<file path="src/rtl/cursor_controller.sv">
// Terminal cursor sequencer: turns decoder movement commands into clamped positions,
// load strobes and scroll requests. Optional macro CURSOR_AUTOWRAP_EN enables ADVANCE wrap.
module cursor_controller #(
    parameter int XW       = 6,
    parameter int YW       = 4,
    parameter int LAST_COL = 63,
    parameter int LAST_ROW = 15
) (
    input  logic          px_clk,
    input  logic          clr,
    input  logic          cmd_valid,
    output logic          cmd_ready,
    input  logic [3:0]    cmd,
    input  logic [XW-1:0] cmd_x,
    input  logic [YW-1:0] cmd_y,
    output logic [XW-1:0] new_cursor_x,
    output logic [YW-1:0] new_cursor_y,
    output logic          write_cursor_pos,
    output logic          scroll_req,
    output logic          scroll_dir,
    input  logic          scroll_ack
);

    localparam logic [XW-1:0] LAST_X  = XW'(LAST_COL);
    localparam logic [YW-1:0] LAST_Y  = YW'(LAST_ROW);
    localparam logic [XW-1:0] ONE_X   = XW'(1);
    localparam logic [YW-1:0] ONE_Y   = YW'(1);
    localparam logic [XW-1:0] TAB_MSK = XW'(7);
    localparam logic [XW:0]   ONE_XW1 = (XW+1)'(1);

    localparam logic [3:0] OP_NOP   = 4'h0;
    localparam logic [3:0] OP_UP    = 4'h1;
    localparam logic [3:0] OP_DOWN  = 4'h2;
    localparam logic [3:0] OP_RIGHT = 4'h3;
    localparam logic [3:0] OP_LEFT  = 4'h4;
    localparam logic [3:0] OP_HOME  = 4'h5;
    localparam logic [3:0] OP_CR    = 4'h6;
    localparam logic [3:0] OP_LF    = 4'h7;
    localparam logic [3:0] OP_RLF   = 4'h8;
    localparam logic [3:0] OP_TAB   = 4'h9;
    localparam logic [3:0] OP_SET   = 4'hA;
    localparam logic [3:0] OP_ADV   = 4'hB;

    typedef enum logic [1:0] {IDLE, WRITE, SCROLL} state_t;

    state_t        state, next_state;
    logic [XW-1:0] next_x;
    logic [YW-1:0] next_y;
    logic          next_write, next_req, next_dir, next_ready;
    logic          do_write, do_scroll, scroll_up;
    logic [XW:0]   tab_sum;

    // Registered outputs double as the held cursor position.
    always_ff @(posedge px_clk) begin
        if (clr) begin
            state            <= IDLE;
            new_cursor_x     <= '0;
            new_cursor_y     <= '0;
            write_cursor_pos <= 1'b0;
            scroll_req       <= 1'b0;
            scroll_dir       <= 1'b0;
            cmd_ready        <= 1'b1;
        end else begin
            state            <= next_state;
            new_cursor_x     <= next_x;
            new_cursor_y     <= next_y;
            write_cursor_pos <= next_write;
            scroll_req       <= next_req;
            scroll_dir       <= next_dir;
            cmd_ready        <= next_ready;
        end
    end

    always_comb begin
        next_state = state;
        next_x     = new_cursor_x;
        next_y     = new_cursor_y;
        next_write = 1'b0;
        next_req   = scroll_req;
        next_dir   = scroll_dir;
        next_ready = 1'b0;
        do_write   = 1'b0;
        do_scroll  = 1'b0;
        scroll_up  = 1'b0;
        // Widened so that (x|7)+1 at the last tab stop cannot wrap before clamping.
        tab_sum    = {1'b0, new_cursor_x | TAB_MSK} + ONE_XW1;

        case (state)
            IDLE: begin
                next_ready = 1'b1;
                if (cmd_valid) begin
                    do_write = 1'b1;
                    case (cmd)
                        OP_NOP: do_write = 1'b0;
                        OP_UP: begin
                            if (new_cursor_y != '0) next_y = new_cursor_y - ONE_Y;
                        end
                        OP_DOWN: begin
                            if (new_cursor_y != LAST_Y) next_y = new_cursor_y + ONE_Y;
                        end
                        OP_RIGHT: begin
                            if (new_cursor_x != LAST_X) next_x = new_cursor_x + ONE_X;
                        end
                        OP_LEFT: begin
                            if (new_cursor_x != '0) next_x = new_cursor_x - ONE_X;
                        end
                        OP_HOME: begin
                            next_x = '0;
                            next_y = '0;
                        end
                        OP_CR: next_x = '0;
                        OP_LF: begin
                            if (new_cursor_y == LAST_Y) begin
                                do_scroll = 1'b1;
                                scroll_up = 1'b1;
                            end else begin
                                next_y = new_cursor_y + ONE_Y;
                            end
                        end
                        OP_RLF: begin
                            if (new_cursor_y == '0) do_scroll = 1'b1;
                            else                    next_y = new_cursor_y - ONE_Y;
                        end
                        OP_TAB: begin
                            if (tab_sum > {1'b0, LAST_X}) next_x = LAST_X;
                            else                          next_x = tab_sum[XW-1:0];
                        end
                        OP_SET: begin
                            next_x = (cmd_x > LAST_X) ? LAST_X : cmd_x;
                            next_y = (cmd_y > LAST_Y) ? LAST_Y : cmd_y;
                        end
                        OP_ADV: begin
                            if (new_cursor_x != LAST_X) begin
                                next_x = new_cursor_x + ONE_X;
                            end else begin
`ifdef CURSOR_AUTOWRAP_EN
                                next_x = '0;
                                if (new_cursor_y == LAST_Y) begin
                                    do_scroll = 1'b1;
                                    scroll_up = 1'b1;
                                end else begin
                                    next_y = new_cursor_y + ONE_Y;
                                end
`else
                                next_x = LAST_X;
`endif
                            end
                        end
                        default: do_write = 1'b0;
                    endcase

                    if (do_scroll) begin
                        next_state = SCROLL;
                        next_req   = 1'b1;
                        next_dir   = scroll_up;
                        next_ready = 1'b0;
                    end else if (do_write) begin
                        next_state = WRITE;
                        next_write = 1'b1;
                        next_ready = 1'b0;
                    end
                end
            end
            WRITE: begin
                next_state = IDLE;
                next_ready = 1'b1;
            end
            SCROLL: begin
                if (scroll_ack) begin
                    next_state = WRITE;
                    next_req   = 1'b0;
                    next_write = 1'b1;
                end
            end
            default: next_state = IDLE;
        endcase
    end

endmodule

</file>
<file path="config.mk">
export PLATFORM = sky130hd
export DESIGN_NAME = cursor_controller
export DESIGN_NICKNAME = d
export VERILOG_FILES = /design/src/rtl/cursor_controller.sv
export SDC_FILE = /design/constraint.sdc
export NUM_CORES = 1
export LEC_CHECK = 0
export CORE_ASPECT_RATIO = 1.4
export CORE_MARGIN = 1
export CORE_UTILIZATION = 44
export DETAILED_ROUTE_END_ITERATION = 7
export GPL_TIMING_DRIVEN = 0
export PLACE_DENSITY = 0.7
export SETUP_SLACK_MARGIN = 0.2
export SYNTH_ARGS = -nofsm -noshare
export SYNTH_HDL_FRONTEND = slang
export SYNTH_SLANG_ARGS = --single-unit
</file>
<file path="constraint.sdc">
create_clock -name px_clk -period 2.7 [get_ports px_clk]
set_clock_uncertainty 0.2 [all_clocks]
set_input_delay 0.405 -clock px_clk [delete_from_list [all_inputs] [get_ports px_clk]]
set_output_delay 0.405 -clock px_clk [all_outputs]
set_load 0.02 [all_outputs]
</file>
==> out/qor.csv, run 1 <==
stage,metric,value,unit
route,dr.pass1.iters,4,
global_routing,antenna_found_initial,0,
global_routing,grt_max_degree,11,
synth,synthTopCellsByArea,"dfxtp_1 (20%), ha_1 (6.3%), a21oi_1 (5.7%)",
synth,yosysTopAreaCell,dfxtp_1,
cells_and_area,num_antenna_cells,0,
critical_path,cp-start-kind,primary input,
cells_and_area,final_core_util,0.588,
worst_hold_path,hold_path.class,reg -> reg,
synth,ys_warn_count,0,
synth,synth_area,1580,sq um
cells_and_area,fillers,335,
synth,synth-seq-area-share,0.202,
placed_design,io_buffers,30,
clocking,htreeDepth,1,
route,routed_wl,4310,um
power,vdd_drop_max,434,uV
clocking,root_buffer,clkbuf_8,
floorplanning,start_util,0.465,
placed_design,place.detailed.hpwl,3270,um
clocking,cts_buffer_depth,2,
placed_design,dp_slack,-0.609,ns
synth,synthTopCellsByCount,"a21oi_1 (18), dfxtp_1 (16), inv_1 (14)",
clocking,cts_tree,yes,
synth,syn_nets,221,
critical_path,slowest_delay,0.29,ns
timing,hold_viol,0,
critical_path,crit_required,2.63,ns
run_status,status,completed,
clocking,clk_latency,0.26,ns
clocking,cts_buffers,3,
route,via_count,1651,
placed_design,gp_congestion,0.882,
clocking,clock-sinks,16,
route,routedWlPerCell,16.0,um
critical_path,cp_cell_sequence,dlygate4sd2_1 -> buf_4 -> nor3b_2 -> inv_1 -> ha_1 -> a21o_1 -> a21oi_2 -> xor2_1 -> mux2i_1 -> a211oi_1,
timing,slew_headroom,0.547,
synth,synth_cell_types,71,
timing,layout_setup_ws,0.370,ns
power,p_leak,0.716,nW
synth,synthFlopType,dfxtp_1,
cells_and_area,seq_area,320,sq um
timing,finalMaxSlewViolations,0,
floorplanning,core,3410,sq um
route,drt_iter0_drc,36,
critical_path,cp-end-kind,flip-flop,
global_routing,grt_usage,0.245,
critical_path,arrival,2.26,ns
synth,synth_edf_count,0,
flow_run,maxCapViolCount,0,
global_routing,grt_pass1_wl,7090,um
timing,rsz0062_at_grt,no,
placed_design,place_area,1930,sq um
clocking,path_clk_slew,0.07,ns
timing,post-route-period-util,0.863,
clocking,hold_buffers,0,
route,drc,0,
synth,avgSynthCellArea,8.17,sq um
floorplanning,rows,25,
timing,fmax,429,MHz
critical_path,crit_type,in -> reg,
cells_and_area,multi_input_area,1140,sq um
worst_hold_path,holdPathStages,2,
cells_and_area,areaGrowthSynthToFinish,26.6,%
global_routing,grt.overflow.total,0,
synth,synth_most_common_cell,a21oi_1,
critical_path,r2r_cells,7,
synth,ys_ff_latch,16,
timing,min_period,2.33,ns
floorplanning,io_pins,32,
floorplanning,die_area,3850,sq um
power,power_density,389,nW/um^2
critical_path,crit_fanout,10,
cells_and_area,final_layout_size_suffix_gt1_frac,0.153,
global_routing,grt_pass1_vias,1600,
synth,syn_inst,194,
timing,max_slew.worst_pin.slew,0.678,ns
floorplanning,die_h,73.0,um
route,vias_per_cell,6.14,
synth,async_flop_share,0,
critical_path,slowest_stage,dlygate4sd2_1,
cells_and_area,fin_nets,257,
synth,synth_top_area_share,0.202,
cells_and_area,final_cell_area,2010,sq um
timing,setup_viol,0,
route,postRouteAntennaNets,0,
floorplanning,die_w,52.7,um
critical path: cells and delay by family:
kind	cells	cell delay [ns]
compound gates	3	0.42
buf+inv	3	0.56
xor+xnor	1	0.18
fa+ha+maj	1	0.27
simple gates	1	0.20
mux	1	0.21
registers in the layout, summed over array words and instances, names as in the netlist:
name	cells
new_cursor_x	6
new_cursor_y	4
state	2
cmd_ready	1
scroll_dir	1
scroll_req	1
write_cursor_pos	1
layout make-up:
| type | count | share of cell area |
|---|---|---|
| well taps | 40 | 0.0250 |
| multi-input cells | 153 | 0.568 |
| plain buffers | 11 | 0.0462 |
| clock buffers | 4 | 0.0274 |
| repair buffers | 31 | 0.147 |
| inverters | 14 | 0.0262 |
| flip-flops and latches | 16 | 0.160 |
layout by cell type, fill, tap and decap left out, types with 3 or more instances in the layout:
| master | count |
|---|---|
| clkdlybuf4s50_1 | 26 |
| a21oi_1 | 17 |
| dfxtp_1 | 16 |
| inv_1 | 14 |
| nand2_1 | 11 |
| nor2_1 | 9 |
| o21ai_0 | 9 |
| ha_1 | 8 |
| buf_6 | 6 |
| a211oi_1 | 6 |
| xor2_1 | 5 |
| nor3_1 | 5 |
| nand3_1 | 4 |
| xnor2_1 | 4 |
| clkbuf_8 | 4 |
| and2b_1 | 3 |
| nand2b_1 | 3 |
| a22oi_1 | 3 |
| a31oi_1 | 3 |
power breakdown:
part	leakage, nW	internal (W)	total, W	switching (W)
Sequential	0.131	0.000250	0.000272	0.0000220
Combinational	0.557	0.000135	0.000284	0.000149
Clock	0.0288	0.000130	0.000223	0.0000936
Total	0.716	0.000515	0.000779	0.000265
metal layers:
| layer | share of wire | global-route usage | up-vias |
|---|---|---|---|
| li1 | - | - | 810 |
| met1 | 0.41 | 0.278 | 785 |
| met2 | 0.53 | 0.432 | 43 |
| met3 | 0.029 | 0.0313 | 13 |
| met4 | 0.030 | 0.129 | 0 |
| met5 | 0 | 0 | - |
kinds of logic (layout without fill, tap and decap cells):
family / after synthesis / after routing / share of synthesized area
buffers and inverters: 25 / 60 / 0.0837
DFF: 16 / 16 / 0.202
muxes: 1 / 1 / 0.00632
xor gates and xnor gates: 9 / 9 / 0.0498
AOI/OAI and AO/OA: 74 / 74 / 0.353
and+or+nand+nor: 60 / 60 / 0.229
adders and majority gates: 9 / 9 / 0.0758
final timing paths:
check	from	end	slack, ns
worst max-delay path	cmd[3]	new_cursor_y[3]$_SDFFE_PP0P_	0.37
worst min-delay path	scroll_dir$_SDFFE_PP0P_	scroll_dir$_SDFFE_PP0P_	0.27
worst max register to register	new_cursor_x[0]$_SDFFE_PP0P_	new_cursor_x[1]$_SDFFE_PP0P_	0.41
worst min register to register	scroll_dir$_SDFFE_PP0P_	scroll_dir$_SDFFE_PP0P_	0.27
stage by stage:
step / power [W] / hold slack, ns / setup TNS, ns / instances
4_1_cts: 0.000782 / 0.277 / 0 / 269
6_report: 0.000779 / 0.271 / 0 / 269
2_1_floorplan: 0.000460 / 0.282 / 0 / 194
3_5_place_dp: 0.000555 / 0.270 / -1.34 / 264
5_1_grt: 0.000825 / 0.304 / 0 / 269
3_3_place_gp: 0.000549 / 0.263 / -1.19 / 264
what timing repair did:
item | in CTS | in global routing
buffers inserted | 1 | 0
resized for setup | 10 | 6
pin swaps | 1 | 1
setup endpoints to repair | 3 | 2
(Power assumes the default switching activity.)
==> run 2: changes to the inputs <==
--- a/config.mk
+++ b/config.mk
@@ -11,6 +11,7 @@
 export DETAILED_ROUTE_END_ITERATION = 7
 export GPL_TIMING_DRIVEN = 0
 export PLACE_DENSITY = 0.7
+export REMOVE_ABC_BUFFERS = 1
 export SETUP_SLACK_MARGIN = 0.2
 export SYNTH_ARGS = -nofsm -noshare
 export SYNTH_HDL_FRONTEND = slang
==> out/qor.csv, run 2 (synthesized netlist as in run 1, its figures left out) <==
stage,metric,value,unit
clocking,htreeDepth,1,
global_routing,global_route.usage.met2,0.435,
critical_path,slowest_stage,buf_2,
cells_and_area,areaGrowthSynthToFinish,21.6,%
cells_and_area,largest_register,new_cursor_x,
timing,slew_headroom,0.550,
global_routing,use_met1,0.245,
timing,hold_viol,0,
floorplanning,die_w,52.7,um
clocking,clock-sinks,16,
timing,setup_viol,0,
global_routing,met3_usage,0.0333,
floorplanning,die_area,3850,sq um
critical_path,slowest_delay,0.29,ns
global_routing,grt_pass1_vias,1561,
power,p_leak,0.675,nW
cells_and_area,largest_reg_flops,6,
clocking,root_buffer,clkbuf_8,
flow_run,maxCapViolCount,0,
floorplanning,io_pins,32,
timing,holdWs,0.272,ns
cells_and_area,multi_input_area,1150,sq um
critical_path,critPathBufInv,2,
cells_and_area,final_layout_size_suffix_gt1_frac,0.128,
global_routing,grt_usage,0.234,
route,routed_wl,4130,um
clocking,cts_buffer_depth,2,
critical_path,critPathMostFrequentCell,xor2_1,
critical_path,r2r_start,new_cursor_x[0]$_SDFFE_PP0P_,
route,routedWlPerCell,15.9,um
timing,rsz0062_at_grt,no,
critical_path,startpoint,cmd[2],
cells_and_area,layout_commonest_cell,clkdlybuf4s50_1,
global_routing,gr-max-usage-layer,met2,
floorplanning,core,3410,sq um
clocking,cts_buffers,3,
critical_path,rrSetupSlack,0.38,ns
critical_path,cp-start-kind,primary input,
clocking,clk_latency,0.25,ns
critical_path,cp-end-kind,flip-flop,
critical_path,crit_required,2.61,ns
clocking,path_clk_slew,0.07,ns
cells_and_area,fin_nets,247,
critical_path,arrival,2.26,ns
floorplanning,die_h,73.0,um
timing,max_slew.worst_pin.slew,0.672,ns
timing,fmax,424,MHz
route,dr.pass1.iters,4,
global_routing,grt_pass1_wl,6710,um
cells_and_area,fillers,333,
route,drc,0,
route,vias_per_cell,6.17,
placed_design,gp_congestion,0.843,
clocking,cts_tree,yes,
timing,setup_tns,0,ns
worst_hold_path,worstHoldStart,scroll_dir$_SDFFE_PP0P_,
critical_path,crit_fanout,18,
cells_and_area,largestRegisters,"new_cursor_x (6), new_cursor_y (4), state (2)",
route,drt_iter0_drc,37,
critical_path,crit_type,in -> reg,
route,postRouteAntennaNets,0,
global_routing,grt_max_degree,19,
clocking,hold_buffers,0,
placed_design,io_buffers,31,
critical_path,cp_cell_sequence,buf_2 -> xor2_1 -> nor3b_2 -> inv_1 -> ha_1 -> a21o_1 -> a21oi_1 -> xor2_1 -> mux2i_1 -> a211oi_1,
cells_and_area,num_antenna_cells,0,
global_routing,grt.overflow.total,0,
floorplanning,rows,25,
placed_design,place.detailed.hpwl,3100,um
power,vdd_drop_max,346,uV
critical_path,critPathTopFamily,compound AO/OA/AOI/OAI gates,
route,via_count,1598,
global_routing,antenna_found_initial,0,
timing,post-route-period-util,0.873,
cells_and_area,final_cell_mix,"clkdlybuf4s50_1 (27), a21oi_1 (18), dfxtp_1 (16)",
power,power_density,396,nW/um^2
cells_and_area,seq_area,320,sq um
worst_hold_path,hold_path.class,reg -> reg,
floorplanning,start_util,0.465,
run_status,status,completed,
timing,finalMaxSlewViolations,0,
timing,min_period,2.36,ns
[run 2: report_power, final]
part,internal [W],total (W),switching (W)
Clock,0.000130,0.000218,0.0000885
Combinational,0.000127,0.000269,0.000142
Sequential,0.000250,0.000276,0.0000253
Total,0.000507,0.000763,0.000256
[run 2: routing by layer]
metal | routed length [um] | vias up
met2 | 2160 | 48
met1 | 1730 | 758
li1 | - | 782
met3 | 144 | 10
met5 | 0 | -
met4 | 99 | 0
[run 2: tightest hold or removal path: stages (launching register included)]
cell,delay (ns)
dfxtp_1,0.32
o31ai_1,0.06
a21oi_1,0.05
[run 2: final cells by class]
cell class | count | area share
well taps | 40 | 0.0260
multi-input cells | 153 | 0.597
inverters | 14 | 0.0273
clock buffers | 4 | 0.0286
flip-flops and latches | 16 | 0.166
repair buffers | 32 | 0.155
[run 2: repair_timing]
action,CTS,global route
pin swaps,1,0
resized for setup,13,5
cloned,0,0
buffers inserted,1,0
setup endpoints to repair,10,1
[run 2: through the flow]
| step | utilization | cells | setup slack [ns] | instance area [sq um] | total power [W] |
|---|---|---|---|---|---|
| 2_1_floorplan | - | 183 | 0.382 | 1500 | 0.000444 |
| 3_3_place_gp | 0.547 | 254 | -0.724 | 1860 | 0.000540 |
| 3_5_place_dp | 0.549 | 254 | -0.733 | 1870 | 0.000547 |
| 4_1_cts | 0.570 | 259 | 0.245 | 1940 | 0.000768 |
| 5_1_grt | 0.565 | 259 | 0.207 | 1930 | 0.000803 |
| 6_report | 0.565 | 259 | 0.344 | 1930 | 0.000763 |
[run 2: final timing paths]
path	to	cells after the start
worst max register to register	new_cursor_x[1]$_SDFFE_PP0P_	7
worst min-delay path	scroll_dir$_SDFFE_PP0P_	2
worst min register to register	scroll_dir$_SDFFE_PP0P_	2
worst max-delay path	new_cursor_y[3]$_SDFFE_PP0P_	10
